`src/rtl/gpc_popcount_pipe.sv`:
```
// rtl/gpc_popcount_pipe.sv - pipelined 6:3 GPC popcount with per-beat and burst-accumulate modes
module gpc_popcount_pipe #(
    parameter int N_IN   = 24,
    parameter int STAGES = 2,
    parameter int ACC_W  = 16
) (
    input  logic             clk,
    input  logic             rst_n,
    input  logic             in_valid,
    output logic             in_ready,
    input  logic [N_IN-1:0]  in_data,
    input  logic             in_last,
    input  logic             mode,
    output logic             out_valid,
    input  logic             out_ready,
    output logic [ACC_W-1:0] out_count,
    output logic             out_sat
);

    localparam int SW    = $clog2(N_IN + 1);
    localparam int NG    = (N_IN + 5) / 6;
    localparam int NP    = NG * 6;
    localparam int T     = $clog2(NG) + 1;
    localparam int EXTRA = (STAGES > T) ? STAGES - T : 0;
    localparam int AW1   = ACC_W + 1;

    function automatic int nodes_at(input int k);
        return (NG + (1 << k) - 1) >> k;
    endfunction

    // Registers sit at evenly spaced levels; surplus stages become a delay chain after the root.
    function automatic logic reg_after(input int k);
        logic r;
        r = 1'b0;
        if (STAGES >= T) r = 1'b1;
        else
            for (int s = 0; s < STAGES; s++)
                if (((s + 1) * T) / STAGES - 1 == k) r = 1'b1;
        return r;
    endfunction

    function automatic logic [2:0] gpc63(input logic [5:0] b);
        logic s0, c0, s1, c1, k;
        s0 = b[0] ^ b[1] ^ b[2];
        c0 = (b[0] & b[1]) | (b[0] & b[2]) | (b[1] & b[2]);
        s1 = b[3] ^ b[4] ^ b[5];
        c1 = (b[3] & b[4]) | (b[3] & b[5]) | (b[4] & b[5]);
        k  = s0 & s1;
        return {(c0 & c1) | (c0 & k) | (c1 & k), c0 ^ c1 ^ k, s0 ^ s1};
    endfunction

    logic w_en;
    assign w_en     = ~(out_valid & ~out_ready);
    assign in_ready = w_en;

    logic [NP-1:0] r_data;
    logic          r_v, r_l, r_m, r_in_acc;

    // r_in_acc tracks an open burst on the input side so later beats inherit mode=1.
    always_ff @(posedge clk or negedge rst_n) begin
        if (!rst_n) begin
            r_data   <= '0;
            r_v      <= 1'b0;
            r_l      <= 1'b0;
            r_m      <= 1'b0;
            r_in_acc <= 1'b0;
        end else if (w_en) begin
            r_v <= in_valid;
            if (in_valid) begin
                r_data   <= NP'(in_data);
                r_l      <= in_last;
                r_m      <= mode | r_in_acc;
                r_in_acc <= (mode | r_in_acc) & ~in_last;
            end
        end
    end

    for (genvar k = 0; k < T; k++) begin : g_lvl
        localparam int NK = nodes_at(k);
        logic [SW-1:0] w_c [0:NK-1];
        logic [SW-1:0] w_o [0:NK-1];
        logic          w_vi, w_li, w_mi, w_vo, w_lo, w_mo;

        if (k == 0) begin : g_gpc
            for (genvar i = 0; i < NK; i++) begin : g_n
                assign w_c[i] = SW'(gpc63(r_data[6*i +: 6]));
            end
            assign w_vi = r_v;
            assign w_li = r_l;
            assign w_mi = r_m;
        end else begin : g_add
            localparam int NPK = nodes_at(k - 1);
            for (genvar i = 0; i < NK; i++) begin : g_n
                if (2 * i + 1 < NPK) begin : g_pair
                    assign w_c[i] = g_lvl[k-1].w_o[2*i] + g_lvl[k-1].w_o[2*i+1];
                end else begin : g_pass
                    assign w_c[i] = g_lvl[k-1].w_o[2*i];
                end
            end
            assign w_vi = g_lvl[k-1].w_vo;
            assign w_li = g_lvl[k-1].w_lo;
            assign w_mi = g_lvl[k-1].w_mo;
        end

        if (reg_after(k)) begin : g_reg
            logic [SW-1:0] r_q [0:NK-1];
            logic          r_qv, r_ql, r_qm;
            always_ff @(posedge clk or negedge rst_n) begin
                if (!rst_n) begin
                    for (int i = 0; i < NK; i++) r_q[i] <= '0;
                    r_qv <= 1'b0;
                    r_ql <= 1'b0;
                    r_qm <= 1'b0;
                end else if (w_en) begin
                    for (int i = 0; i < NK; i++) r_q[i] <= w_c[i];
                    r_qv <= w_vi;
                    r_ql <= w_li;
                    r_qm <= w_mi;
                end
            end
            assign w_o  = r_q;
            assign w_vo = r_qv;
            assign w_lo = r_ql;
            assign w_mo = r_qm;
        end else begin : g_comb
            assign w_o  = w_c;
            assign w_vo = w_vi;
            assign w_lo = w_li;
            assign w_mo = w_mi;
        end
    end

    logic [SW-1:0] w_tc;
    logic          w_tv, w_tl, w_tm;

    if (EXTRA > 0) begin : g_extra
        logic [SW-1:0]    r_xc [0:EXTRA-1];
        logic [EXTRA-1:0] r_xv, r_xl, r_xm;
        always_ff @(posedge clk or negedge rst_n) begin
            if (!rst_n) begin
                for (int e = 0; e < EXTRA; e++) r_xc[e] <= '0;
                r_xv <= '0;
                r_xl <= '0;
                r_xm <= '0;
            end else if (w_en) begin
                for (int e = EXTRA - 1; e > 0; e--) begin
                    r_xc[e] <= r_xc[e-1];
                    r_xv[e] <= r_xv[e-1];
                    r_xl[e] <= r_xl[e-1];
                    r_xm[e] <= r_xm[e-1];
                end
                r_xc[0] <= g_lvl[T-1].w_o[0];
                r_xv[0] <= g_lvl[T-1].w_vo;
                r_xl[0] <= g_lvl[T-1].w_lo;
                r_xm[0] <= g_lvl[T-1].w_mo;
            end
        end
        assign w_tc = r_xc[EXTRA-1];
        assign w_tv = r_xv[EXTRA-1];
        assign w_tl = r_xl[EXTRA-1];
        assign w_tm = r_xm[EXTRA-1];
    end else begin : g_direct
        assign w_tc = g_lvl[T-1].w_o[0];
        assign w_tv = g_lvl[T-1].w_vo;
        assign w_tl = g_lvl[T-1].w_lo;
        assign w_tm = g_lvl[T-1].w_mo;
    end

    typedef enum logic {S_IDLE, S_ACC} state_t;
    state_t           r_state;
    logic [ACC_W-1:0] r_acc;
    logic             r_sat;
    logic [ACC_W:0]   w_sum;
    logic [ACC_W-1:0] w_sum_c, w_cnt;
    logic             w_ovf;

    assign w_cnt   = ACC_W'(w_tc);
    assign w_sum   = {1'b0, r_acc} + AW1'(w_tc);
    assign w_ovf   = w_sum[ACC_W];
    assign w_sum_c = w_ovf ? '1 : w_sum[ACC_W-1:0];

    always_ff @(posedge clk or negedge rst_n) begin
        if (!rst_n) begin
            r_state   <= S_IDLE;
            r_acc     <= '0;
            r_sat     <= 1'b0;
            out_valid <= 1'b0;
            out_count <= '0;
            out_sat   <= 1'b0;
        end else if (w_en) begin
            out_valid <= 1'b0;
            if (w_tv) begin
                case (r_state)
                    S_IDLE: begin
                        if (w_tm && !w_tl) begin
                            r_acc   <= w_cnt;
                            r_sat   <= 1'b0;
                            r_state <= S_ACC;
                        end else begin
                            out_valid <= 1'b1;
                            out_count <= w_cnt;
                            out_sat   <= 1'b0;
                        end
                    end
                    S_ACC: begin
                        if (w_tl) begin
                            out_valid <= 1'b1;
                            out_count <= w_sum_c;
                            out_sat   <= r_sat | w_ovf;
                            r_acc     <= '0;
                            r_sat     <= 1'b0;
                            r_state   <= S_IDLE;
                        end else begin
                            r_acc <= w_sum_c;
                            r_sat <= r_sat | w_ovf;
                        end
                    end
                    default: r_state <= S_IDLE;
                endcase
            end
        end
    end

endmodule

```
`config.mk`:
```
export PLATFORM = sky130hd
export DESIGN_NAME = gpc_popcount_pipe
export DESIGN_NICKNAME = d
export VERILOG_FILES = /design/src/rtl/gpc_popcount_pipe.sv
export SDC_FILE = /design/constraint.sdc
export NUM_CORES = 1
export LEC_CHECK = 0
export ABC_CLOCK_PERIOD_IN_PS = 2680
export CORE_AREA = 2 2 127 129
export DETAILED_ROUTE_END_ITERATION = 6
export DIE_AREA = 0 0 129 131
export GPL_TIMING_DRIVEN = 1
export PLACE_DENSITY = 0.48
export SYNTH_ARGS = -nofsm -noshare
export SYNTH_HDL_FRONTEND = slang
export SYNTH_SLANG_ARGS = --single-unit
```
`constraint.sdc`:
```
create_clock -name clk -period 2.68 [get_ports clk]
set_clock_uncertainty 0.15 [all_clocks]
set_input_delay 0.536 -clock clk [delete_from_list [all_inputs] [get_ports clk]]
set_output_delay 0.536 -clock clk [all_outputs]
set_load 0.03 [all_outputs]
```
; Word-level counts from Yosys, hierarchy flattened
; Index checks and enable logic that the tools add are counted.
[word_totals]
input_bits = 30
out_inout_bits = 19
reg_bits = 87
word_cells = 155
[classes]
n_addsub = 4
n_eq_ne = 3
mux = 20
n_reduce_logical = 6
bitwise_logic = 100
[ops]
columns = cell, count
row1 = $mux 16, 5
row2 = $pmux 16 s2, 2
row3 = $and 1x1->1, 42
row4 = $xor 1x1->1, 28
row5 = $or 1x1->1, 26
row6 = $add 16x5->17, 1
row7 = $mux 1, 9
row8 = $add 3x3->4, 2
row9 = $pmux 1 s2, 4
row10 = $ne 2x2->1 const B, 3
row11 = $add 4x4->5, 1
row12 = $not 1->1, 4
row13 = $reduce_and 2->1, 2
row14 = $reduce_and 4->1, 1
row15 = $reduce_and 3->1, 1
row16 = $logic_and 1x1->1, 1
row17 = $logic_not 1->1, 1

; Longest topological paths before layout
; Gate-level depths: netlist of the first run.
[depth]
word_depth = 6
ltp_mapped = 8
ltp_nobuf = 8

; Worst setup path before layout of the first run
; OpenSTA, ideal clock, no wires.
[synth_path]
path_kind = register -> register
start = register g_lvl[0].g_reg.r_q[1] (netlist bit)
end = register g_lvl[2].g_reg.r_q[3] (netlist bit)
path_stages_with_launch = 8
setup_time_ps = 152
path_buffers = 0
slack_ps = 216
arrival_time_ps = 2162
t_required_ps = 2378
cell_sequence = dfrtp_1 fa_1 fa_1 ha_1 inv_1 fa_1 xor2_1 a21oi_1
[synth_between]
elab_chain_len = 2
[synth_lines]
columns = item, line_no
row1 = start: declaration, 106  ; logic [SW-1:0] r_q [0:NK-1];
row2 = $add 3x3->4, 95  ; assign w_c[i] = g_lvl[k-1].w_o[2*i] + g_lvl[k-1].w_o[2*i+1];
row3 = $add 4x4->5, 95
row4 = end: declaration, 106
; Every way passes these cells.
; A chain may end at the register's enable or synchronous reset.

; Worst setup path in the final report of the first run
; Ends and elaborated chain as after synthesis.

==> results of run 1 <==
-- per-stage QoR --
step,instances,total power [W]
finish,677,0.00640
CTS,677,0.00655
global route,677,0.00711
floorplan,406,0.00437
detailed placement,660,0.00525
global placement,660,0.00522
-- critical path, delay by kind of cell, from the launching register on --
family                     cells  cell delay, ps
buffers and inverters          1              60
DFF                            1             390
adders and majority gates      4            1560
xor gates and xnor gates       1             170
AOI/OAI and AO/OA              1             130
-- metal layers --
metal,global-route usage (%),part of all wire [%],vias to the layer above
met2,19.6,49,50
met3,3.30,3.6,12
li1,-,-,1500
met4,4.92,1.6,0
met1,15.5,46,1557
met5,0,0,-
-- synthesized netlist by cell type (2+ instances only) --
| cell | count |
|---|---|
| a21o_1 | 6 |
| a21oi_1 | 24 |
| a22o_1 | 4 |
| a31oi_1 | 4 |
| buf_2 | 11 |
| clkbuf_1 | 7 |
| clkbuf_2 | 2 |
| dfrtp_1 | 87 |
| fa_1 | 19 |
| ha_1 | 13 |
| inv_1 | 30 |
| mux2_2 | 42 |
| nand2_1 | 40 |
| nand3_1 | 4 |
| nand4_1 | 2 |
| nor2_1 | 20 |
| nor2_2 | 2 |
| nor2b_1 | 2 |
| nor3b_2 | 2 |
| o2111ai_1 | 3 |
| o211ai_1 | 2 |
| o21ai_0 | 29 |
| o21ai_1 | 8 |
| o221ai_1 | 2 |
| o2bb2ai_1 | 2 |
| o31a_1 | 2 |
| or3_1 | 3 |
| xnor2_1 | 6 |
| xor2_1 | 2 |
-- state kept, by name, indices dropped and copies added, names as in the netlist --
signal            count
r_acc                16
r_data               24
r_sat                 1
r_in_acc              1
g_lvl.w_vi            1
g_lvl.g_reg.r_qm      2
g_lvl.g_reg.r_q      17
g_lvl.w_mi            1
out_valid             1
g_lvl.w_li            1
out_sat               1
g_lvl.g_reg.r_qv      2
g_lvl.g_reg.r_ql      2
out_count            16
r_state               1
-- power breakdown --
| part | switching, W | total (W) | internal, W |
|---|---|---|---|
| Sequential | 0.000313 | 0.00206 | 0.00174 |
| Combinational | 0.00165 | 0.00311 | 0.00146 |
| Clock | 0.000542 | 0.00123 | 0.000685 |
-- what timing repair did --
item,in CTS,in global routing
hold endpoints to repair,19,0
hold buffers,1,0
endpoints found under the setup margin,0,1
-- worst paths after layout --
kind | slack (ps) | end | from | cells after the start
min | 320 | out_count[8]$_DFFE_PN0P_ | out_count[8]$_DFFE_PN0P_ | 2
max in group asynchronous | 1260 | r_data[10]$_DFFE_PN0P_ | rst_n | 3
min in group asynchronous | 470 | out_count[6]$_DFFE_PN0P_ | rst_n | 2
max | 160 | g_lvl[2].g_reg.r_q[3]$_DFFE_PN0N_ | g_lvl[0].g_reg.r_q[1]$_DFFE_PN0N_ | 7
max reg2reg | 160 | g_lvl[2].g_reg.r_q[3]$_DFFE_PN0N_ | g_lvl[0].g_reg.r_q[1]$_DFFE_PN0N_ | 7
min reg2reg | 320 | out_count[8]$_DFFE_PN0P_ | out_count[8]$_DFFE_PN0P_ | 2
-- layout make-up --
| type | instances | area share (%) |
|---|---|---|
| inverter | 31 | 2.08 |
| clock inverter | 5 | 0.693 |
| clock buffer | 11 | 4.52 |
| timing repair buffer | 60 | 10.6 |
| tap | 216 | 4.83 |
| multi-input combinational | 267 | 38.4 |
| sequential | 87 | 38.9 |
-- placed cells by master (no fill, tap or decap), types with 3 or more instances in the layout --
cell             Yosys  routed
o2111ai_1            3       3
dfrtp_1             87      87
o21ai_1              8       8
nand2_1             40      40
or3_1                3       3
clkdlybuf4s50_1      0      46
nand3_1              4       4
buf_4                0      11
a21o_1               6       6
inv_1               30      30
o21ai_0             29      29
xnor2_1              6       6
a21oi_1             24      24
ha_1                13      13
clkbuf_16            0       9
mux2_2              42      42
nor2_1              20      20
a22o_1               4       4
a31oi_1              4       4
fa_1                19      19
-- kinds of logic (layout without fill, tap and decap cells) --
family	after synthesis	after routing	synth area share, %
AND/OR/NAND/NOR	88	88	9.99
adder cells (fa/ha/maj)	32	32	11.9
AO/OA/AOI/OAI	97	97	13.4
XOR/XNOR	8	8	1.54
multiplexers	42	42	10.4
buffers and inverters	52	107	4.82
flip-flops	87	87	47.9
==> impl_metrics.tcl, run 1 <==
set metrics [dict create \
    synth_area_um2 4540 \
    yosys.area.top_type "dfrtp_1" \
    antennaDiodeCount 0 \
    nFillCells 1573 \
    yosysTopAreaCellShare_pct 47.9 \
    portBuffers 48 \
    ys_types 55 \
    cts_tree "yes" \
    start_util_pct 29.1 \
    clkLatencyLatePin_ps 350 \
    crit_chain "fa_1 > fa_1 > ha_1 > inv_1 > fa_1 > xor2_1 > a21oi_1" \
    drtAntennaViolNets 0 \
    hold_violations 0 \
    synth-seq-cells 87 \
    cp-start-kind "register" \
    clock-sinks 87 \
    worstPathRequired_ps 2810 \
    setup_viol 0 \
    clk_path_buf_depth 2 \
    rows 46 \
    maxSlewHeadroom_pct 68.8 \
    min_path_type "register to register" \
    clkTransAtPathRegs_ps 70 \
    irDropWorstVdd_mv 0.480 \
    routedWlPerCell_um 13.5 \
    drtIter0Drc 166 \
    synthTopCellsByArea "dfrtp_1, mux2_2, fa_1" \
    cpMaxStageDelayCell "fa_1" \
    routed_wl_um 9130 \
    seq_area_um2 2180 \
    drc 0 \
    drive_above_1_share_pct 18.7 \
    place_area_um2 5300 \
    run_status "completed" \
    worstPathMaxFanout 2 \
    final_cell_area_um2 5600 \
    die_h_um 131 \
    hpwl_um 6560 \
    drv_slew 0 \
    core_area_um2 15600 \
    drv_cap 0 \
    critPathKind "register to register" \
    place_congestion 0.835 \
    cts_buffers 9 \
    via_per_inst 4.61 \
    timing.final.ws_setup_ps 159 \
    cts_root_buf "clkbuf_16" \
    crit_top_cell "fa_1" \
    ctsResizeCount 0 \
    ys_async_sr_fraction_pct 100 \
    cp-end-kind "register" \
    pre_cts_ws_ps 135 \
    nNetsFinal 518 \
    fmax_mhz 397 \
    rsz0062_at_grt "no" \
    grt_pass1_wl_um 15700 \
    ys_seq_area_share_pct 47.9 \
    slowest_delay_ps 520 \
    io-pin-count 49 \
    area_growth_pct 23.2 \
    p_leak_nw 2.44 \
    track_usage_pct 12.1 \
    cts_setup_buffers 0 \
    first_pass_iters 4 \
    min_period_ps 2520 \
    multi_input_area_um2 2150 \
    first_global_vias 3132 \
    antenna_found_initial 0 \
    syn_area_per_cell_um2 11.2 \
    cp.arrival_ps 2650 \
    overflow 0 \
    yosys_warnings 0 \
    tightest_slew_ps 468 \
    synth_edf_count 0 \
    fin_crit_sh_pct 94.1 \
    dieWidth_um 129 \
    vias 3119 \
    netlist_instances 406 \
    whs_ps 324 \
    syn_nets 468 \
    dieArea_um2 16900 \
    utilization_pct 35.9 \
    fin_tns_setup_ps 0 \
    htreeDepth 3 \
    synthFlopType "dfrtp_1" \
    p_per_area_nw_per_um2 1140 \
    grt_max_degree 42 \
]
No activity file was read; power rests on OpenSTA's default activity.
==> run 2, diff against run 1 <==
--- a/config.mk
+++ b/config.mk
@@ -6,11 +6,12 @@
 export NUM_CORES = 1
 export LEC_CHECK = 0
 export ABC_CLOCK_PERIOD_IN_PS = 2680
-export CORE_AREA = 2 2 127 129
+export CORE_AREA = 2 2 117 119
 export DETAILED_ROUTE_END_ITERATION = 6
-export DIE_AREA = 0 0 129 131
+export DIE_AREA = 0 0 119 121
 export GPL_TIMING_DRIVEN = 1
-export PLACE_DENSITY = 0.48
+export PLACE_DENSITY = 0.54
+export RECOVER_POWER = 25
 export SYNTH_ARGS = -nofsm -noshare
 export SYNTH_HDL_FRONTEND = slang
 export SYNTH_SLANG_ARGS = --single-unit
==> run 2 against run 1 <==
Count of clock-buffer cells in the layout increased by 1. Core utilization is 6.6 points higher. Clock power is essentially flat. Routed wire length shrank 1.8%. Final cell count fell by 5.9%. Register-to-register slack worse by 30 ps. Fmax shrank 1.3%. Non-clock buffer count is the same. Sequential power is essentially flat. Critical path type unchanged. Critical endpoint unchanged. Largest cell class unchanged. Highest routed layer unchanged.
==> impl_metrics.tcl, run 2 (synthesis results as in run 1) <==
set metrics [dict create \
    start_util_pct 34.7 \
    cts_buffers 9 \
    drv_cap 0 \
    rsz0062_at_grt "no" \
    cts_tree "yes" \
    dieWidth_um 119 \
    run_status "completed" \
    fmax_mhz 392 \
    power_w 0.00651 \
    drive_above_1_share_pct 18.2 \
    hold_violations 0 \
    cts_setup_buffers 0 \
    area_growth_pct 22.3 \
    setup_viol 0 \
    antennaDiodeCount 0 \
    worstPathMaxFanout 2 \
    grt_pass1_wl_um 15500 \
    via_per_inst 4.84 \
    p_per_area_nw_per_um2 1170 \
    layout_commonest_cell "dfrtp_1" \
    rows 42 \
    drtIter0Drc 160 \
    min_path_type "register to register" \
    cp-end-kind "register" \
    dieArea_um2 14400 \
    reg_top3 "r_data: 24 flops, g_lvl.g_reg.r_q: 17 flops" \
    maxSlewHeadroom_pct 7.54 \
    routed_wl_um 8960 \
    p_leak_nw 2.45 \
    track_usage_pct 13.8 \
    timing.final.ws_setup_ps 127 \
    die_h_um 121 \
    critPathKind "register to register" \
    cp-start-kind "register" \
    clk_path_buf_depth 2 \
    cts_root_buf "clkbuf_16" \
    whs_ps 325 \
    hpwl_um 6310 \
    tightest_slew_ps 1390 \
    fin_cells 637 \
    core_area_um2 13100 \
    worstPathRequired_ps 2810 \
    htreeDepth 3 \
    drc 0 \
    clock-sinks 87 \
    fin_crit_sh_pct 95.3 \
    nNetsFinal 518 \
    drv_slew 0 \
    dp_cells 620 \
    fin_tns_setup_ps 0 \
    place_congestion 0.804 \
    first_pass_iters 4 \
    largest-register "r_data" \
    overflow 0 \
    worst-r2r-setup-slack_ps 130 \
    pre_cts_ws_ps 120 \
    antenna_found_initial 0 \
    io-pin-count 49 \
    routedWlPerCell_um 14.1 \
    grt_max_degree 66 \
    nFillCells 1275 \
    drtAntennaViolNets 0 \
    largest_reg_flops 24 \
    min_period_ps 2550 \
    vias 3082 \
    clkTransAtPathRegs_ps 60 \
    first_global_vias 3164 \
    portBuffers 48 \
    layout_common_cells "dfrtp_1, clkdlybuf4s50_1, mux2_2" \
    irDropWorstVdd_mv 0.428 \
    clkLatencyLatePin_ps 350 \
    cp.arrival_ps 2680 \
]
-- run 2: repair_timing --
item | 4_1_cts | 5_1_grt
setup endpoints to repair | 0 | 3
resized for setup | 0 | 1
hold buffers | 1 | 0
hold endpoints to repair | 22 | 0
-- run 2: critical path, stage by stage, from the launching register on --
cell and delay [ps]:
dfrtp_1 400, fa_1 520, fa_1 520, ha_1 160
inv_1 50, fa_1 380, xor2_1 170, a21oi_1 130
-- run 2: final cells by class --
class                           count  area (um2)  area share, %
Clock inverter                      4        45.0          0.810
Sequential cell                    87        2180           39.2
Timing Repair Buffer               60         602           10.8
Clock buffer                       12         246           4.43
Multi-Input combinational cell    267        2150           38.7
Tap cell                          176         220           3.96
Inverter                           31         116           2.09
-- run 2: per-layer routing --
| layer | routed length [um] | GRT usage, % |
|---|---|---|
| met5 | 0 | 0 |
| met4 | 155 | 5.58 |
| met3 | 346 | 3.71 |
| met2 | 4240 | 22.4 |
| met1 | 4220 | 17.5 |
-- run 2: final timing paths --
check	cells after the start	start	end
max in group asynchronous	3	rst_n	r_acc[9]$_DFFE_PN0P_
worst min-delay path	2	out_count[12]$_DFFE_PN0P_	out_count[12]$_DFFE_PN0P_
min in group asynchronous	2	rst_n	out_sat$_DFFE_PN0P_
worst min register to register	2	out_count[12]$_DFFE_PN0P_	out_count[12]$_DFFE_PN0P_
worst max-delay path	7	g_lvl[0].g_reg.r_q[1]$_DFFE_PN0N_	g_lvl[2].g_reg.r_q[3]$_DFFE_PN0N_
worst max register to register	7	g_lvl[0].g_reg.r_q[1]$_DFFE_PN0N_	g_lvl[2].g_reg.r_q[3]$_DFFE_PN0N_
-- run 2: per-stage QoR --
step           area (um2)  util [%]
2_1_floorplan        4540         -
3_3_place_gp         5260      40.2
3_5_place_dp         5260      40.2
4_1_cts              5560      42.5
5_1_grt              5560      42.5
6_report             5560      42.5
-- run 2: power breakdown --
part           switching (W)  internal, W  leakage [nW]  total (W)
clock               0.000512     0.000744         0.146    0.00126
sequential          0.000285      0.00174          1.08    0.00203
combinational        0.00171      0.00151          1.23    0.00322
==> run 3, diff against run 2 <==
--- a/config.mk
+++ b/config.mk
@@ -5,13 +5,16 @@
 export SDC_FILE = /design/constraint.sdc
 export NUM_CORES = 1
 export LEC_CHECK = 0
+export ABC_AREA = 1
 export ABC_CLOCK_PERIOD_IN_PS = 2680
-export CORE_AREA = 2 2 117 119
+export CORE_AREA = 2 2 119 121
+export CTS_CLUSTER_SIZE = 8
 export DETAILED_ROUTE_END_ITERATION = 6
-export DIE_AREA = 0 0 119 121
+export DIE_AREA = 0 0 121 123
 export GPL_TIMING_DRIVEN = 1
 export PLACE_DENSITY = 0.54
 export RECOVER_POWER = 25
+export SETUP_SLACK_MARGIN = 0.02
 export SYNTH_ARGS = -nofsm -noshare
 export SYNTH_HDL_FRONTEND = slang
 export SYNTH_SLANG_ARGS = --single-unit
==> run 3 against run 2 <==
Fmax decreased by 0.10%. Via count increased by 12%. Sequential cell count unchanged. Sequential power about the same. Sequential share of layout area decreased by 0.99 points. Hold slack got worse by 140 ps. Area after synthesis increased by 2.9%. Combinational power increased by 4%. Synthesized cell count increased by 31%. Core utilization decreased by 0.59 points. Critical path type unchanged. Highest routed layer unchanged.
==> impl_metrics.tcl, run 3 <==
set metrics [dict create \
    antennaDiodeCount 0 \
    clock-sinks 87 \
    fin_tns_setup_ps 0 \
    nFillCells 1362 \
    grt_util_met1_pct 17.8 \
    fin_crit_sh_pct 95.4 \
    drtIter0Drc 200 \
    min_period_ps 2560 \
    clk_path_buf_depth 2 \
    cp-start-kind "register" \
    use_met3_pct 4.43 \
    synthFlopType "dfrtp_1" \
    critPathBufInv 1 \
    cts_setup_buffers 0 \
    top_usage_layer "met2" \
    clkLatencyLatePin_ps 340 \
    slowest_delay_ps 530 \
    run_status "completed" \
    cts_tree "yes" \
    ys_seq_area_share_pct 46.5 \
    min_path_type "input port to asynchronous set/reset pin" \
    path_delay_family "adder cells" \
    largest-register "r_data" \
    cp.arrival_ps 2670 \
    nNetsFinal 643 \
    syn_nets 593 \
    worstPathMaxFanout 2 \
    synth_most_common_cell "nand2_1" \
    drv_cap 0 \
    setup_viol 0 \
    drc 0 \
    overflow 0 \
    antenna_found_initial 0 \
    drtAntennaViolNets 0 \
    maxSlewHeadroom_pct 26.1 \
    ys_async_sr_fraction_pct 100 \
    ctsResizeCount 0 \
    crit_chain "fa_1 > fa_1 > ha_1 > inv_1 > fa_1 > xor2_1 > o21ai_0" \
    critPathKind "register to register" \
    largest_reg_flops 24 \
    drv_slew 0 \
    holdBufCountCts 0 \
    synthTopCellsByArea "dfrtp_1, nand2_1, fa_1" \
    routedWlPerCell_um 12.8 \
    grt_max_degree 51 \
    track_usage_pct 14.5 \
    crit_top_cell "fa_1" \
    layout_commonest_cell "nand2_1" \
    cts_root_buf "clkbuf_16" \
    grt_use_met2_pct 25.1 \
    rows 43 \
    place_congestion 0.776 \
    ys_top_cells_by_count "nand2_1, dfrtp_1, inv_1" \
    ys_types 31 \
    syn_area_per_cell_um2 8.81 \
    p_leak_nw 2.83 \
    fmax_mhz 391 \
    tightest_slew_ps 1110 \
    synth-seq-cells 87 \
    routed_wl_um 9770 \
    cts_buffers 9 \
    netlist_instances 531 \
    yosys_warnings 0 \
    dieArea_um2 14900 \
    power_w 0.00683 \
    io-pin-count 49 \
    yosys.area.top_type "dfrtp_1" \
    core_area_um2 13600 \
    die_h_um 123 \
    area_growth_pct 21.9 \
    layout_common_cells "nand2_1, dfrtp_1, inv_1" \
    htreeDepth 3 \
    rsz0062_at_grt "no" \
    vias 3463 \
    cpMaxStageDelayCell "fa_1" \
    hold_violations 0 \
    synth_area_um2 4680 \
    first_pass_iters 4 \
    synth_edf_count 0 \
    via_per_inst 4.52 \
    start_util_pct 34.4 \
    dieWidth_um 121 \
    portBuffers 48 \
    irDropWorstVdd_mv 0.534 \
    reg_top3 "r_data: 24 flops, g_lvl.g_reg.r_q: 17 flops" \
    p_per_area_nw_per_um2 1200 \
    grt_pass1_wl_um 16900 \
    cp-end-kind "register" \
    clkTransAtPathRegs_ps 60 \
    worst-r2r-setup-slack_ps 120 \
    worstPathRequired_ps 2790 \
    first_global_vias 3589 \
    hpwl_um 6990 \
    yosysTopAreaCellShare_pct 46.5 \
    drive_above_1_share_pct 11.4 \
]
==> run 3: changes by cell type in the layout (fill, tap and decap cells not counted), sizes merged, moves of 6 or more <==
| cell | delta |
|---|---|
| nand2 | +114 |
| nand3 | +39 |
| inv | +33 |
| nor2 | +33 |
| mux2 | -29 |
| o21ai | -14 |
| a21o | -6 |
==> run 3: layout make-up <==
class	count	area, um2	share of cell area [%]
Sequential cell	87	2180	38.2
Multi-Input combinational cell	362	2160	37.8
Timing Repair Buffer	58	561	9.83
Clock buffer	11	243	4.26
Inverter	63	236	4.15
Tap cell	180	225	3.95
Clock inverter	5	104	1.82
==> run 3: worst reg2reg max path, stage by stage, from the launching register on <==
cell and delay [ps]:
dfrtp_1 400, fa_1 510, fa_1 530, ha_1 160, inv_1 50, fa_1 370
xor2_1 170, o21ai_0 140
==> run 3: path summary, 6_finish.rpt <==
kind,depth (start not counted),startpoint,endpoint
worst min-delay path,1,rst_n,out_count[2]$_DFFE_PN0P_
max in group asynchronous,2,rst_n,r_data[2]$_DFFE_PN0P_
worst min register to register,2,g_lvl[0].w_mi$_DFFE_PN0P_,g_lvl[0].g_reg.r_qm$_DFFE_PN0N_
min in group clk,2,g_lvl[0].w_mi$_DFFE_PN0P_,g_lvl[0].g_reg.r_qm$_DFFE_PN0N_
worst max register to register,7,g_lvl[0].g_reg.r_q[11]$_DFFE_PN0N_,g_lvl[2].g_reg.r_q[3]$_DFFE_PN0N_
worst max-delay path,7,g_lvl[0].g_reg.r_q[11]$_DFFE_PN0N_,g_lvl[2].g_reg.r_q[3]$_DFFE_PN0N_
==> run 3: power breakdown <==
group	internal, W	total, W	leakage [nW]	switching, W
logic	0.00134	0.00336	1.59	0.00201
registers	0.00175	0.00201	1.07	0.000262
clock network	0.000938	0.00146	0.170	0.000520
total	0.00403	0.00683	2.83	0.00279
==> run 3: per-stage QoR <==
stage               std cells  utilization, %  cell area [um2]  hold WS, ps  setup slack (ps)
floorplan                 531               -             4680         90.4               224
global placement          750            39.5             5370          302               110
detailed placement        750            39.5             5370          309              59.2
CTS                       766            42.0             5720         37.4               111
global route              766            41.9             5700          298              29.6
finish                    766            41.9             5700          184               124
==> run 3: cells by family (layout without fill, tap and decap cells) <==
kind of cell | after synthesis | in the layout | synth area share [%]
AND/OR/NAND/NOR | 263 | 263 | 24.9
flip-flops | 87 | 87 | 46.5
buffers and inverters | 82 | 137 | 7.33
AO/OA/AOI/OAI | 51 | 51 | 5.94
adder cells (fa/ha/maj) | 32 | 32 | 11.6
multiplexers | 13 | 13 | 3.13
XOR/XNOR | 3 | 3 | 0.562
==> run 3: metal layers <==
layer  up-vias  wire (um)
li1       1762          -
met1      1641       4520
met2        53       4810
met3         7        358
met4         0         84
met5         -          0
